[config.mk]
export PLATFORM = sky130hd
export DESIGN_NAME = dma_controller_arb
export DESIGN_NICKNAME = d
export VERILOG_FILES = /design/src/rtl/dma_controller_arb.sv
export SDC_FILE = /design/constraint.sdc
export NUM_CORES = 1
export LEC_CHECK = 0
export CAP_MARGIN = 20
export CORE_UTILIZATION = 52
export DETAILED_ROUTE_END_ITERATION = 8
export PLACE_DENSITY = 0.82
export SLEW_MARGIN = 20
export SYNTH_ARGS = -nofsm -noshare
export SYNTH_HDL_FRONTEND = slang
export SYNTH_SLANG_ARGS = --single-unit
export TNS_END_PERCENT = 100
[constraint.sdc]
create_clock -name clk_i -period 5.9 [get_ports clk_i]
set_clock_uncertainty 0.2 [all_clocks]
set_input_delay 0.59 -clock clk_i [delete_from_list [all_inputs] [get_ports clk_i]]
set_output_delay 0.59 -clock clk_i [all_outputs]
set_load 0.005 [all_outputs]
[src/rtl/dma_controller_arb.sv]
// DMA channel request arbiter: priority select with round-robin tie break,
// valid/ready offer to the engine, one-cycle acknowledge back to the peripheral.
module dma_controller_arb #(
  parameter int CHANNELS_AMOUNT = 4,
  parameter int PRIO_W          = 2,
  localparam int CH_W = (CHANNELS_AMOUNT > 1) ? $clog2(CHANNELS_AMOUNT) : 1
) (
  input  logic                              clk_i,
  input  logic                              rst_n_i,
  input  logic [CHANNELS_AMOUNT-1:0]        channel_req_i,
  input  logic [CHANNELS_AMOUNT-1:0]        channel_en_i,
  input  logic [CHANNELS_AMOUNT*PRIO_W-1:0] channel_prio_i,
  input  logic                              dma_ready_i,
  input  logic                              dma_done_i,
  output logic                              arb_req_valid_o,
  output logic [CH_W-1:0]                   arb_req_channel_o,
  output logic [CHANNELS_AMOUNT-1:0]        channel_ack_o,
  output logic                              busy_o
);

  typedef enum logic [1:0] {
    IDLE,
    OFFER,
    BUSY,
    ACK
  } state_t;

  state_t                     state_q, state_d;
  logic [CH_W-1:0]            ch_q, ch_d;
  logic [CH_W-1:0]            rr_q, rr_d;
  logic [CHANNELS_AMOUNT-1:0] hold_q, hold_d;

  logic [CHANNELS_AMOUNT-1:0] elig;
  logic [CHANNELS_AMOUNT-1:0] ch_oh;
  logic [PRIO_W-1:0]          prio [CHANNELS_AMOUNT];
  logic [PRIO_W-1:0]          max_prio;
  logic                       any_elig;
  logic                       found;
  logic [CH_W-1:0]            sel;

  assign elig  = channel_req_i & channel_en_i & ~hold_q;
  assign ch_oh = CHANNELS_AMOUNT'(1) << ch_q;

  // Highest level first, then first match scanning upward from rr_q.
  always_comb begin
    max_prio = '0;
    any_elig = 1'b0;
    found    = 1'b0;
    sel      = '0;
    for (int i = 0; i < CHANNELS_AMOUNT; i++) begin
      prio[i] = channel_prio_i[i*PRIO_W +: PRIO_W];
    end
    for (int i = 0; i < CHANNELS_AMOUNT; i++) begin
      if (elig[i] && (!any_elig || prio[i] > max_prio)) begin
        max_prio = prio[i];
        any_elig = 1'b1;
      end
    end
    for (int i = 0; i < CHANNELS_AMOUNT; i++) begin
      int k;
      k = int'(rr_q) + i;
      if (k >= CHANNELS_AMOUNT) k = k - CHANNELS_AMOUNT;
      if (!found && elig[k] && prio[k] == max_prio) begin
        found = 1'b1;
        sel   = CH_W'(k);
      end
    end
  end

  always_comb begin
    state_d = state_q;
    ch_d    = ch_q;
    rr_d    = rr_q;
    hold_d  = '0;
    unique case (state_q)
      IDLE: begin
        if (any_elig) begin
          ch_d    = sel;
          state_d = OFFER;
        end
      end
      OFFER: begin
        if (dma_ready_i) begin
          state_d = BUSY;
          rr_d = (ch_q == CH_W'(CHANNELS_AMOUNT-1)) ? '0 : ch_q + 1'b1;
        end else if (!channel_en_i[ch_q] || !channel_req_i[ch_q]) begin
          state_d = IDLE;
        end
      end
      BUSY: begin
        if (dma_done_i) state_d = ACK;
      end
      ACK: begin
        hold_d  = ch_oh;
        state_d = IDLE;
      end
      default: state_d = IDLE;
    endcase
  end

  always_ff @(posedge clk_i or negedge rst_n_i) begin
    if (!rst_n_i) begin
      state_q <= IDLE;
      ch_q    <= '0;
      rr_q    <= '0;
      hold_q  <= '0;
    end else begin
      state_q <= state_d;
      ch_q    <= ch_d;
      rr_q    <= rr_d;
      hold_q  <= hold_d;
    end
  end

  assign arb_req_valid_o   = (state_q == OFFER);
  assign arb_req_channel_o = ch_q;
  assign channel_ack_o     = (state_q == ACK) ? ch_oh : '0;
  assign busy_o            = (state_q != IDLE);

endmodule

## After elaboration in Yosys (flattened, before gate mapping)

Index checks and enable logic that the tools add are counted.

| word-level totals | value |
|---|---|
| flip-flop bits (word level) | 10 |
| bits of input ports | 20 |

| cells by class | value |
|---|---|
| add/sub/neg operators | 8 |
| order comparisons | 16 |
| equal/unequal tests | 11 |
| shifts and indexed selects | 1 |
| mux-type cells | 54 |
| bitwise gates (word level) | 7 |
| reductions and logical operators | 27 |

Operators by type and width:

| cell | count |
|---|---|
| $ge A32 B3 Y1 const B | 4 |
| $lt A32 B4 Y1 const B | 4 |
| $mux W32 | 4 |
| $not A32 Y32 | 4 |
| $mux W2 | 21 |
| $mux W1 | 17 |
| $bmux W2 S2 | 4 |
| $bmux W1 S2 | 6 |
| $sub A3 B3 Y4 const B | 3 |
| $logic_and A1 B1 Y1 | 10 |
| $ge A3 B3 Y1 const B | 3 |
| $and A4 B4 Y4 | 2 |
| $eq A2 B2 Y1 | 4 |
| $logic_not A1 Y1 | 8 |
| $pmux W2 S4 | 1 |
| $add A2 B2 Y3 const B | 2 |
| $eq A2 B2 Y1 const B | 3 |
| $gt A2 B2 Y1 | 3 |
| $logic_or A1 B1 Y1 | 4 |
| $mux W4 | 1 |
| $ne A2 B2 Y1 const B | 2 |
| $not A4 Y4 | 1 |
| $reduce_and A2 Y1 | 2 |
| $shl A1 B2 Y4 const A | 1 |
| other kinds (10) | 10 |

## Logic depth before layout (Yosys ltp)

Gate-level depths: netlist of the first run.

| logic depth | value |
|---|---|
| depth after elaboration | 30 |
| depth in mapped cells | 25 |
| mapped depth without buffers | 23 |

## Least setup slack after synthesis of the first run

OpenSTA, ideal clock, no wires.

| timing path | value |
|---|---|
| kind | in2reg |
| start | input channel_en_i[0] |
| end | register ch_q[1] (netlist: arb_req_channel_o[1]) |
| setup time | 0.126 ns |
| data arrival time | 4.906 ns |
| required time | 5.574 ns |
| setup slack | 0.668 ns |
| stages | 25 |
| path buffers | 2 |
| path through | and3b_1 buf_6 nand2_2 ha_1 nor2b_1 o211ai_1 nor2b_1 nor2_1 ha_1 nor2b_1 a2bb2oi_1 o21a_4 o31a_1 ha_1 nand2_1 o21ai_0 a21oi_2 nand2_1 o21a_1 buf_6 mux2_4 o31ai_4 a21oi_2 a41o_1 a311o_1 |

| between the ends | value |
|---|---|
| word-level cells in the longest chain between the ends | 30 |
| elaborated cells between the ends (all ways) | 56 |

RTL lines:

| item | RTL line | source |
|---|---|---|
| start: declaration | 11 | `input logic [CHANNELS_AMOUNT-1:0] channel_en_i,` |
| $and A4 B4 Y4 (*) (2 in a row) | 41 | `assign elig = channel_req_i & channel_en_i & ~hold_q;` |
| $mux W2 or $mux W1 (tied branches) | 54 | `if (elig[i] && (!any_elig \|\| prio[i] > max_prio)) begin` |
| $gt A2 B2 Y1 or $logic_not A1 Y1 (tied branches) | 54 |  |
| $logic_or A1 B1 Y1 | 54 |  |
| $logic_and A1 B1 Y1 | 54 |  |
| $mux W2 or $mux W1 (tied branches) | 54 |  |
| $gt A2 B2 Y1 or $logic_not A1 Y1 (tied branches) | 54 |  |
| $logic_or A1 B1 Y1 | 54 |  |
| [... 10 more ...] | -- |  |
| $logic_and A1 B1 Y1 (2 in a row) | 63 | `if (!found && elig[k] && prio[k] == max_prio) begin` |
| $mux W1 | 63 |  |
| $logic_not A1 Y1 | 63 |  |
| $logic_and A1 B1 Y1 (2 in a row) | 63 |  |
| $mux W1 | 63 |  |
| $logic_not A1 Y1 | 63 |  |
| $logic_and A1 B1 Y1 (2 in a row) | 63 |  |
| $mux W2 | 63 |  |
| end signal: assignment | 109 | `ch_q <= ch_d;` |
| end: declaration | 29 | `logic [CH_W-1:0] ch_q, ch_d;` |

Every way passes the cells marked *; elsewhere a longest branch is shown, timed or not. The select of a mux whose other input is x is not followed.
A chain may end at the register's enable or synchronous reset.

## Worst setup path in the final report of the first run

Same ends and word-level chain as after synthesis.

==> impl_metrics.py, run 1 <==
metrics = {
    "global_routing": {
        "gr-usage-all-layers_pct": 28.75,
        "grt_max_degree": 25,
        "grt_pass1_vias": 1372,
        "antenna_found_initial": 0,
        "gr-total-overflow": 0,
        "grt_pass1_wl_mm": 5.913,
    },
    "finish": {
        "antennaDiodeCount": 0,
        "regArea_um2": 250.2,
        "layout.cells.non_filler": 232,
        "syn_to_final_growth_pct": 31.34,
        "final_design_area_no_fill_um2": 1783,
        "utilization_pct": 71.97,
        "multi_input_area_um2": 1075,
        "drive_above_1_share_pct": 21.78,
        "fillers": 199,
        "nets": 234,
    },
    "setup_path": {
        "worstSetupStartpointType": "input pin",
        "crit_type": "in2reg",
        "path_max_fanout": 6,
        "r2r_end": "arb_req_channel_o[1]$_DFFE_PN0P_",
        "crit_arrival_ns": 5.72,
        "reg2reg_depth": 23,
        "rrSetupSlack_ns": 0.59,
        "required_ns": 5.90,
        "end_kind": "flop",
        "worstReg2RegStart": "hold_q[0]$_DFF_PN0_",
    },
    "synthesis": {
        "ys_top_cells_by_count": "nand2_1 (18), nor2_1 (14), dfrtp_1 (10), ha_1 (10), o21ai_0 (9)",
        "yosys_warnings": 0,
        "synth_cell_types": 53,
        "synth_top_area_share_pct": 18.43,
        "synthFlopType": "dfrtp_1",
        "synth_area_um2": 1358,
        "yosysMostFrequentCell": "nand2_1",
        "synth_xor_area_share_pct": 7.650,
        "synthSimpleGateAreaFrac_pct": 28.11,
        "synth_compound_area_share_pct": 23.23,
        "seq_area_frac_synth_pct": 18.43,
        "synth-edff-count": 0,
        "syn_inst": 166,
        "synthAdderAreaFrac_pct": 9.217,
        "synth_top_cell_by_area": "dfrtp_1",
        "synthArstFlopShare_pct": 100.0,
        "synth_area_leaders": "dfrtp_1 (18%), ha_1 (9.2%), nand2_1 (5.0%)",
        "synth_area_per_cell_um2": 8.178,
        "synth.area.mux_share_pct": 8.111,
        "synth_top_family_by_area": "simple AND/OR/NAND/NOR gates",
        "synth_nets": 196,
        "synth_seq_cells": 10,
    },
    "placed_design": {
        "port_buffers": 27,
        "place_hpwl_mm": 2.898,
        "place_congestion": 0.8430,
        "dp_cells": 228,
        "placed_area_um2": 1714,
    },
    "run_status": {
        "status": "completed",
    },
    "detailed_routing": {
        "vias_per_cell": 5.961,
        "detail_route.wirelength_mm": 3.606,
        "drtAntennaViolNets": 0,
        "vias": 1383,
        "drc_errors": 0,
        "dr.pass1.iters": 4,
        "drtIter0Drc": 20,
        "routedWlPerCell_um": 15.54,
    },
    "job": {
        "maxCapViolCount": 0,
    },
    "clock_tree": {
        "cts_root_buf": "clkbuf_4",
        "htreeDepth": 1,
        "cts_tree": "done",
        "numCtsBuffers": 3,
        "cts_buffer_depth": 2,
        "cts_num_sinks": 10,
        "clk_latency_ns": 0.27,
        "clk_pin_slew_worst_paths_ns": 0.06,
    },
    "timing": {
        "period_needed_ns": 5.716,
        "tightest_slew_ns": 0.8403,
        "finalHoldViolations": 0,
        "finalSetupViolations": 0,
        "max_freq_ghz": 0.1749,
        "timing.final.crit_share_pct": 96.88,
        "slew_headroom_pct": 43.98,
        "slew_violations": 0,
    },
    "power_and_ir_drop": {
        "vdd_drop_max_mv": 0.2959,
        "p_leak_nw": 0.7722,
        "power.density_nw_per_um2": 328.8,
    },
    "die": {
        "dieArea_um2": 2819,
        "row_count": 18,
        "start_util_pct": 54.80,
        "dieWidth_um": 53.10,
        "io_pins": 28,
        "fp.coreArea_um2": 2477,
        "dieHeight_um": 53.10,
    },
    "min_path": {
        "hold_class": "in2async",
    },
}
-- stage by stage --
stage / setup TNS (ns) / total power, mW / worst slack, ns / hold WS [ns]
after detailed placement: -0.1879 / 0.5200 / -0.1781 / 0.4289
after CTS: 0 / 0.5703 / 0.06958 / 0.4334
after global routing: -0.03853 / 0.6306 / -0.03853 / 0.4943
final: 0 / 0.5863 / 0.1839 / 0.4307
after global placement: 0 / 0.5008 / 0.1134 / 0.4068
after floorplan: 0 / 0.3979 / 0.6675 / 0.09441
-- cell usage in the layout (no fill, tap or decap), drive strengths merged, types with 5 or more instances in the layout --
cell type | netlist | routed
inv | 8 | 8
a21oi | 9 | 9
dfrtp | 10 | 10
clkdlybuf4s50 | 0 | 27
nand3b | 5 | 5
o21ai | 10 | 10
mux2i | 5 | 5
nor2b | 5 | 5
and3 | 5 | 5
buf | 2 | 13
xnor2 | 7 | 7
ha | 10 | 10
nor2 | 15 | 15
nand2 | 19 | 19
-- per-layer routing --
| layer | vias up | routed length [um] | global-route usage [%] |
|---|---|---|---|
| met4 | 0 | 70 | 10.09 |
| met5 | - | 0 | 0 |
| li1 | 675 | - | - |
| met3 | 10 | 155 | 2.874 |
| met2 | 40 | 1885 | 54.01 |
| met1 | 658 | 1495 | 33.16 |
-- repair_timing --
action                                 in CTS  in global routing
setup buffers                               0                  1
endpoints found under the hold margin       0                  0
hold buffers                                0                  0
setup endpoints to repair                   0                  2
resized for setup                           0                 10
-- kinds of logic after synthesis --
logic type,Yosys count
and+or+nand+nor,70
AOI/OAI and AO/OA,41
buffers and inverters,15
xor gates and xnor gates,11
adders and majority gates,10
DFF,10
muxes,9
-- area by class of cell --
class / instances / area share (%)
repair buffers: 40 / 20.63
inverters: 8 / 1.684
clock buffers: 3 / 1.263
multi-input cells: 141 / 60.28
well taps: 30 / 2.105
flip-flops and latches: 10 / 14.04
-- critical path: stages --
cell and delay [ns]:
clkdlybuf4s50_1 0.49, and3b_2 0.23, nand2_2 0.07, ha_1 0.30
nor2b_2 0.17, o211ai_1 0.18, nor2b_2 0.20, nor2_1 0.05
ha_1 0.31, nor2b_1 0.15, a2bb2oi_2 0.15, o21a_4 0.22
o31a_1 0.27, ha_1 0.28, nand2_1 0.05, o21ai_0 0.09
a21oi_2 0.28, nand2_1 0.10, o21a_2 0.18, xor2_1 0.18
or4_4 0.55, xnor2_2 0.16, nor4b_2 0.31, a311o_1 0.15
-- power breakdown --
part           switching, mW  internal, mW
Sequential            0.0715        0.0913
Combinational          0.178         0.199
Clock                 0.0227        0.0236
Total                  0.272         0.314
-- worst max-delay path by stage --
stage,start,end
after detailed placement,channel_en_i[0],arb_req_channel_o[1]$_DFFE_PN0P_
after global routing,channel_en_i[0],arb_req_channel_o[1]$_DFFE_PN0P_
after floorplan,channel_en_i[0],arb_req_channel_o[1]$_DFFE_PN0P_
after global placement,channel_en_i[0],arb_req_channel_o[1]$_DFFE_PN0P_
after CTS,channel_en_i[0],arb_req_channel_o[1]$_DFFE_PN0P_
final,channel_en_i[0],arb_req_channel_o[1]$_DFFE_PN0P_
-- sequential cells by signal, indices dropped and copies added, names as in the netlist, named ones only --
name and cells:
hold_q 4, state_q 1, rr_q 2, arb_req_channel_o 2
Note: power is estimated with default switching activity, not from simulation.
==> run 2: changes to the inputs <==
--- a/config.mk
+++ b/config.mk
@@ -6,10 +6,9 @@
 export NUM_CORES = 1
 export LEC_CHECK = 0
 export CAP_MARGIN = 20
-export CORE_UTILIZATION = 52
+export CORE_UTILIZATION = 35
 export DETAILED_ROUTE_END_ITERATION = 8
-export PLACE_DENSITY = 0.82
-export SLEW_MARGIN = 20
+export PLACE_DENSITY = 0.59
 export SYNTH_ARGS = -nofsm -noshare
 export SYNTH_HDL_FRONTEND = slang
 export SYNTH_SLANG_ARGS = --single-unit
==> run 2 against run 1 <==
Against the previous run: worst hold slack worse by 0.017 ns; register-to-register slack worse by 0.03 ns; first-iteration DRC count increased to 4.0 times the previous value; sequential power is essentially flat; count of clock-buffer cells in the layout unchanged; clock power increased by 53%; cell area is 2.9% higher; critical path depth is 1 lower.
==> impl_metrics.py, run 2 (same netlist as run 1, synthesis figures left out) <==
metrics = {
    "clock_tree": {
        "numCtsBuffers": 3,
        "clk_pin_slew_worst_paths_ns": 0.05,
        "cts_buffer_depth": 2,
        "cts_tree": "done",
        "ctsHoldBuffers": 0,
        "cts_num_sinks": 10,
        "htreeDepth": 1,
        "cts_root_buf": "clkbuf_8",
        "clk_latency_ns": 0.24,
    },
    "global_routing": {
        "gr-total-overflow": 0,
        "grt_max_degree": 25,
        "gr-usage-all-layers_pct": 19.30,
        "grt_pass1_vias": 1369,
        "grt_pass1_wl_mm": 6.147,
        "antenna_found_initial": 0,
    },
    "finish": {
        "multi_input_area_um2": 1087,
        "registers.top_by_ff_count": "hold_q",
        "antennaDiodeCount": 0,
        "regArea_um2": 250.2,
        "nets": 233,
        "drive_above_1_share_pct": 22.39,
        "largest_reg_flops": 4,
        "layout_commonest_cell": "clkdlybuf4s50_1",
        "syn_to_final_growth_pct": 35.12,
        "fillers": 364,
        "layout.cells.non_filler": 249,
        "layout_common_cells": "clkdlybuf4s50_1 (25), nand2_1 (17), nor2_1 (14)",
    },
    "placed_design": {
        "place_congestion": 0.8281,
        "place_hpwl_mm": 2.907,
        "port_buffers": 27,
        "dp_cells": 245,
    },
    "min_path": {
        "hold_class": "reg2reg",
        "hold_depth": 1,
        "whs_endpoint": "state_q[0]$_DFFE_PN0P_",
    },
    "die": {
        "row_count": 22,
        "io_pins": 28,
        "dieHeight_um": 64.28,
        "start_util_pct": 36.80,
        "fp.coreArea_um2": 3689,
        "dieWidth_um": 64.28,
        "dieArea_um2": 4132,
    },
    "timing": {
        "finalHoldViolations": 0,
        "max_freq_ghz": 0.1803,
        "tightest_slew_ns": 0.8808,
        "finalSetupViolations": 0,
        "rsz0062_at_grt": "false",
        "timing.final.crit_share_pct": 94.03,
        "slew_violations": 0,
        "period_needed_ns": 5.548,
        "setup-tns-final_ns": 0,
        "slew_headroom_pct": 41.28,
    },
    "setup_path": {
        "crit_arrival_ns": 5.52,
        "r2r_end": "arb_req_channel_o[1]$_DFFE_PN0P_",
        "path_max_fanout": 6,
        "worstSetupStartpointType": "input pin",
        "cp-startpoint": "channel_prio_i[1]",
        "rrSetupSlack_ns": 0.56,
        "reg2reg_depth": 23,
        "end_kind": "flop",
        "worstReg2RegStart": "hold_q[0]$_DFF_PN0_",
        "required_ns": 5.87,
        "crit_type": "in2reg",
    },
    "detailed_routing": {
        "dr.pass1.iters": 4,
        "drtIter0Drc": 79,
        "detail_route.wirelength_mm": 3.702,
        "vias_per_cell": 5.466,
        "drc_errors": 0,
        "drtAntennaViolNets": 0,
        "routedWlPerCell_um": 14.87,
        "vias": 1361,
    },
    "power_and_ir_drop": {
        "p_leak_nw": 0.7968,
        "power.density_nw_per_um2": 329.8,
        "power_mw": 0.6050,
        "vdd_drop_max_mv": 0.2150,
    },
    "run_status": {
        "status": "completed",
    },
    "job": {
        "maxCapViolCount": 0,
    },
}
run 2: cell count changes in the layout (fill, tap and decap cells not counted), sizes merged:
cell	change
dlymetal6s2s	+2
buf	-1
clkdlybuf4s50	-2
run 2: where the power goes:
group / switching [mW] / leakage [nW] / internal [mW]
logic: 0.173 / 0.646 / 0.200
clock network: 0.0261 / 0.0216 / 0.0446
registers: 0.0706 / 0.129 / 0.0916
total: 0.269 / 0.797 / 0.336
run 2: routing by layer:
layer | track usage (%) | wire length [um] | vias to the layer above
li1 | - | - | 675
met1 | 23.52 | 1638 | 628
met2 | 31.84 | 1720 | 41
met3 | 1.250 | 135 | 17
met4 | 13.89 | 208 | 0
met5 | 0 | 0 | -
run 2: timing repair:
| item | CTS | global route |
|---|---|---|
| setup endpoints to repair | 0 | 2 |
| buffers inserted | 0 | 1 |
| resized for setup | 0 | 16 |
run 2: stage by stage:
step                      setup WS (ns)  instance area [um^2]  hold slack (ns)  utilization (%)
final                            0.3522                  1834           0.4139            49.73
after global routing            0.08513                  1834           0.4801            49.73
after detailed placement       -0.08166                  1729           0.4136            46.88
after floorplan                  0.6675                  1358          0.09441                -
after CTS                        0.1524                  1770           0.4177            48.00
after global placement           0.1202                  1729           0.4044            46.88
run 2: cell type report:
class,instances,share of cell area [%]
Timing Repair Buffer,39,19.92
Clock buffer,3,2.251
Sequential cell,10,13.64
Inverter,8,1.637
Multi-Input combinational cell,141,59.28
Tap cell,48,3.274
run 2: worst max-delay path: stages:
cell             delay (ns)
clkdlybuf4s50_1        0.52
nand2_2                0.08
ha_1                   0.30
nor2b_2                0.15
o211ai_1               0.12
and2_1                 0.18
or2_2                  0.30
ha_1                   0.19
nor2b_1                0.14
a2bb2oi_2              0.23
o21a_4                 0.18
o31ai_4                0.07
ha_1                   0.30
nor2b_1                0.13
o21ai_1                0.10
a21oi_2                0.31
nand2_1                0.13
o21a_4                 0.16
xor2_1                 0.16
or4_4                  0.57
xnor2_2                0.15
nor4b_2                0.29
a311o_1                0.14
run 2: how the worst max path moves through the flow:
stage | to | slack, ns | depth (start not counted)
floorplan | arb_req_channel_o[1]$_DFFE_PN0P_ | 0.67 | 25
global placement | arb_req_channel_o[1]$_DFFE_PN0P_ | 0.12 | 24
detailed placement | arb_req_channel_o[1]$_DFFE_PN0P_ | -0.08 | 24
CTS | arb_req_channel_o[1]$_DFFE_PN0P_ | 0.15 | 24
global route | arb_req_channel_o[1]$_DFFE_PN0P_ | 0.09 | 23
finish | arb_req_channel_o[1]$_DFFE_PN0P_ | 0.35 | 23
==> run 3: changes to the inputs <==
--- a/config.mk
+++ b/config.mk
@@ -5,10 +5,11 @@
 export SDC_FILE = /design/constraint.sdc
 export NUM_CORES = 1
 export LEC_CHECK = 0
+export ABC_AREA = 1
 export CAP_MARGIN = 20
 export CORE_UTILIZATION = 35
 export DETAILED_ROUTE_END_ITERATION = 8
-export PLACE_DENSITY = 0.59
+export PLACE_DENSITY = 0.58
 export SYNTH_ARGS = -nofsm -noshare
 export SYNTH_HDL_FRONTEND = slang
 export SYNTH_SLANG_ARGS = --single-unit
==> run 3 against run 2 <==
Against the previous run: total power increased by 22%; count of clock-buffer cells in the layout unchanged; routed wire length increased by 0.62%; highest routed layer unchanged.
==> impl_metrics.py, run 3 <==
metrics = {
    "synthesis": {
        "synthFlopType": "dfrtp_1",
        "yosys_warnings": 0,
        "synth_area_leaders": "nand2_1 (18%), dfrtp_1 (17%), inv_1 (10%)",
        "ys_top_cells_by_count": "nand2_1 (71), inv_1 (42), nand3_1 (27)",
        "synth_nets": 284,
        "synth_area_um2": 1510,
        "synth_top_area_share_pct": 17.65,
        "yosysMostFrequentCell": "nand2_1",
        "synth-edff-count": 0,
        "synth_top_cell_by_area": "nand2_1",
        "syn_inst": 254,
        "seq_area_frac_synth_pct": 16.57,
        "synth_area_per_cell_um2": 5.946,
        "synth_cell_types": 25,
        "synthArstFlopShare_pct": 100.0,
        "synth_seq_cells": 10,
    },
    "global_routing": {
        "grt_pass1_wl_mm": 6.610,
        "grt_busiest_layer": "met2",
        "antenna_found_initial": 0,
        "grtUsageMet2_pct": 34.41,
        "grt_pass1_vias": 1538,
        "met3_usage_pct": 1.014,
        "grt_max_degree": 23,
        "grt.met1_usage_pct": 23.56,
        "gr-total-overflow": 0,
        "gr-usage-all-layers_pct": 19.38,
    },
    "die": {
        "row_count": 23,
        "dieArea_um2": 4581,
        "dieWidth_um": 67.69,
        "dieHeight_um": 67.69,
        "fp.coreArea_um2": 4058,
        "io_pins": 28,
        "start_util_pct": 37.22,
    },
    "detailed_routing": {
        "vias_per_cell": 4.746,
        "drtIter0Drc": 87,
        "drc_errors": 0,
        "routedWlPerCell_um": 11.25,
        "drtAntennaViolNets": 0,
        "detail_route.wirelength_mm": 3.725,
        "dr.pass1.iters": 6,
        "vias": 1571,
    },
    "timing": {
        "period_needed_ns": 4.877,
        "timing.final.crit_share_pct": 82.66,
        "rsz0062_at_grt": "false",
        "slew_headroom_pct": 57.65,
        "finalSetupViolations": 0,
        "setup-tns-final_ns": 0,
        "max_freq_ghz": 0.2051,
        "finalHoldViolations": 0,
        "tightest_slew_ns": 0.6352,
        "slew_violations": 0,
    },
    "setup_path": {
        "crit_arrival_ns": 4.81,
        "max_stage_delay_ns": 0.45,
        "path_max_fanout": 6,
        "slowest_stage": "clkdlybuf4s50_1",
        "worstSetupStartpointType": "input pin",
        "crit_type": "in2reg",
        "crit_top_cell": "nand2_1",
        "end_kind": "flop",
        "required_ns": 5.83,
    },
    "clock_tree": {
        "clk_latency_ns": 0.24,
        "cts_setup_buffers": 0,
        "cts_buffer_depth": 2,
        "cts_num_sinks": 10,
        "cts.repair.resized": 0,
        "clk_pin_slew_worst_paths_ns": 0.05,
        "ctsHoldBuffers": 0,
        "cts_root_buf": "clkbuf_8",
        "htreeDepth": 1,
        "numCtsBuffers": 3,
        "cts_tree": "done",
    },
    "placed_design": {
        "place_congestion": 0.8600,
        "place_hpwl_mm": 3.070,
        "port_buffers": 27,
        "placed_area_um2": 1826,
        "dp_cells": 328,
    },
    "finish": {
        "regArea_um2": 250.2,
        "layout_commonest_cell": "nand2_1",
        "utilization_pct": 46.01,
        "final_design_area_no_fill_um2": 1867,
        "registers.top_by_ff_count": "hold_q",
        "syn_to_final_growth_pct": 23.61,
        "layout_common_cells": "nand2_1 (71), inv_1 (42), nand3_1 (27), clkdlybuf4s50_1 (27), o21ai_0 (23)",
        "largest_reg_flops": 4,
        "drive_above_1_share_pct": 12.81,
        "layout.cells.non_filler": 331,
        "fillers": 452,
        "nets": 313,
        "antennaDiodeCount": 0,
        "multi_input_area_um2": 1062,
    },
    "power_and_ir_drop": {
        "power.density_nw_per_um2": 395.5,
        "vdd_drop_max_mv": 0.2070,
        "p_leak_nw": 0.9901,
    },
    "min_path": {
        "hold_class": "reg2reg",
    },
    "run_status": {
        "status": "completed",
    },
    "job": {
        "maxCapViolCount": 0,
    },
}
==> run 3: cell count changes after synthesis, moves of 6 or more <==
cell | previous run | this run
inv_1 | 8 | 42
inv_2 | 0 | 6
nand2_1 | 18 | 71
nand2_2 | 1 | 8
nand3_1 | 4 | 27
nor2_1 | 14 | 20
nor2_2 | 0 | 6
o21ai_0 | 9 | 23
xnor2_1 | 7 | 0
==> run 3: report_power, final <==
| part | switching, mW | total (mW) | internal [mW] | leakage (nW) |
|---|---|---|---|---|
| clock network | 0.0277 | 0.0725 | 0.0448 | 0.0216 |
| registers | 0.0530 | 0.145 | 0.0925 | 0.129 |
| logic | 0.315 | 0.520 | 0.205 | 0.840 |
| total | 0.396 | 0.738 | 0.342 | 0.990 |
==> run 3: kinds of logic (layout without fill, tap and decap cells) <==
| group | after synthesis | after routing | share of synthesized area [%] |
|---|---|---|---|
| adders and majority gates | 10 | 10 | 8.285 |
| and+or+nand+nor | 144 | 144 | 45.90 |
| DFF | 10 | 10 | 16.57 |
| xor gates and xnor gates | 1 | 1 | 1.077 |
| AOI/OAI and AO/OA | 34 | 34 | 12.43 |
| buffers and inverters | 51 | 78 | 13.09 |
| muxes | 4 | 4 | 2.651 |
==> run 3: layout make-up <==
cell class                 count  share of cell area (%)
multi-input combinational    193                   56.90
timing repair buffer          27                   14.48
sequential                    10                   13.40
inverter                      48                   9.651
tap                           50                   3.351
clock buffer                   3                   2.212
==> run 3: layer usage <==
| layer | vias up | share of wire, % |
|---|---|---|
| met2 | 31 | 47 |
| met1 | 684 | 49 |
| met3 | 5 | 3.0 |
| li1 | 851 | - |
| met5 | - | 0 |
| met4 | 0 | 1.5 |
==> run 3: worst max-delay path, delay by kind of cell <==
family | cells | cell delay (ns)
AOI/OAI and AO/OA | 2 | 0.26
adders and majority gates | 3 | 0.86
buffers and inverters | 6 | 0.77
and+or+nand+nor | 28 | 2.32
==> run 3: metrics by stage <==
step	hold slack (ns)	total power, mW	setup WS, ns
global placement	0.3147	0.6635	0.8362
floorplan	0.09441	0.5283	1.636
global route	0.3504	0.8374	0.4211
CTS	0.3277	0.7443	1.006
detailed placement	0.3209	0.6647	0.7604
finish	0.3302	0.7384	1.023
==> run 3: worst paths after layout <==
path                       slack [ns]                    from  cells after the start                          endpoint
setup / recovery                 1.02        channel_req_i[0]                     39  arb_req_channel_o[1]$_DFFE_PN0P_
hold / removal                   0.33  state_q[0]$_DFFE_PN0P_                      1            state_q[0]$_DFFE_PN0P_
setup reg to reg                 1.51     hold_q[0]$_DFF_PN0_                     37  arb_req_channel_o[1]$_DFFE_PN0P_
hold reg to reg                  0.33  state_q[0]$_DFFE_PN0P_                      1            state_q[0]$_DFFE_PN0P_
max in group asynchronous        4.70                 rst_n_i                      1               rr_q[0]$_DFFE_PN0P_
min in group asynchronous        0.47                 rst_n_i                      1               hold_q[3]$_DFF_PN0_
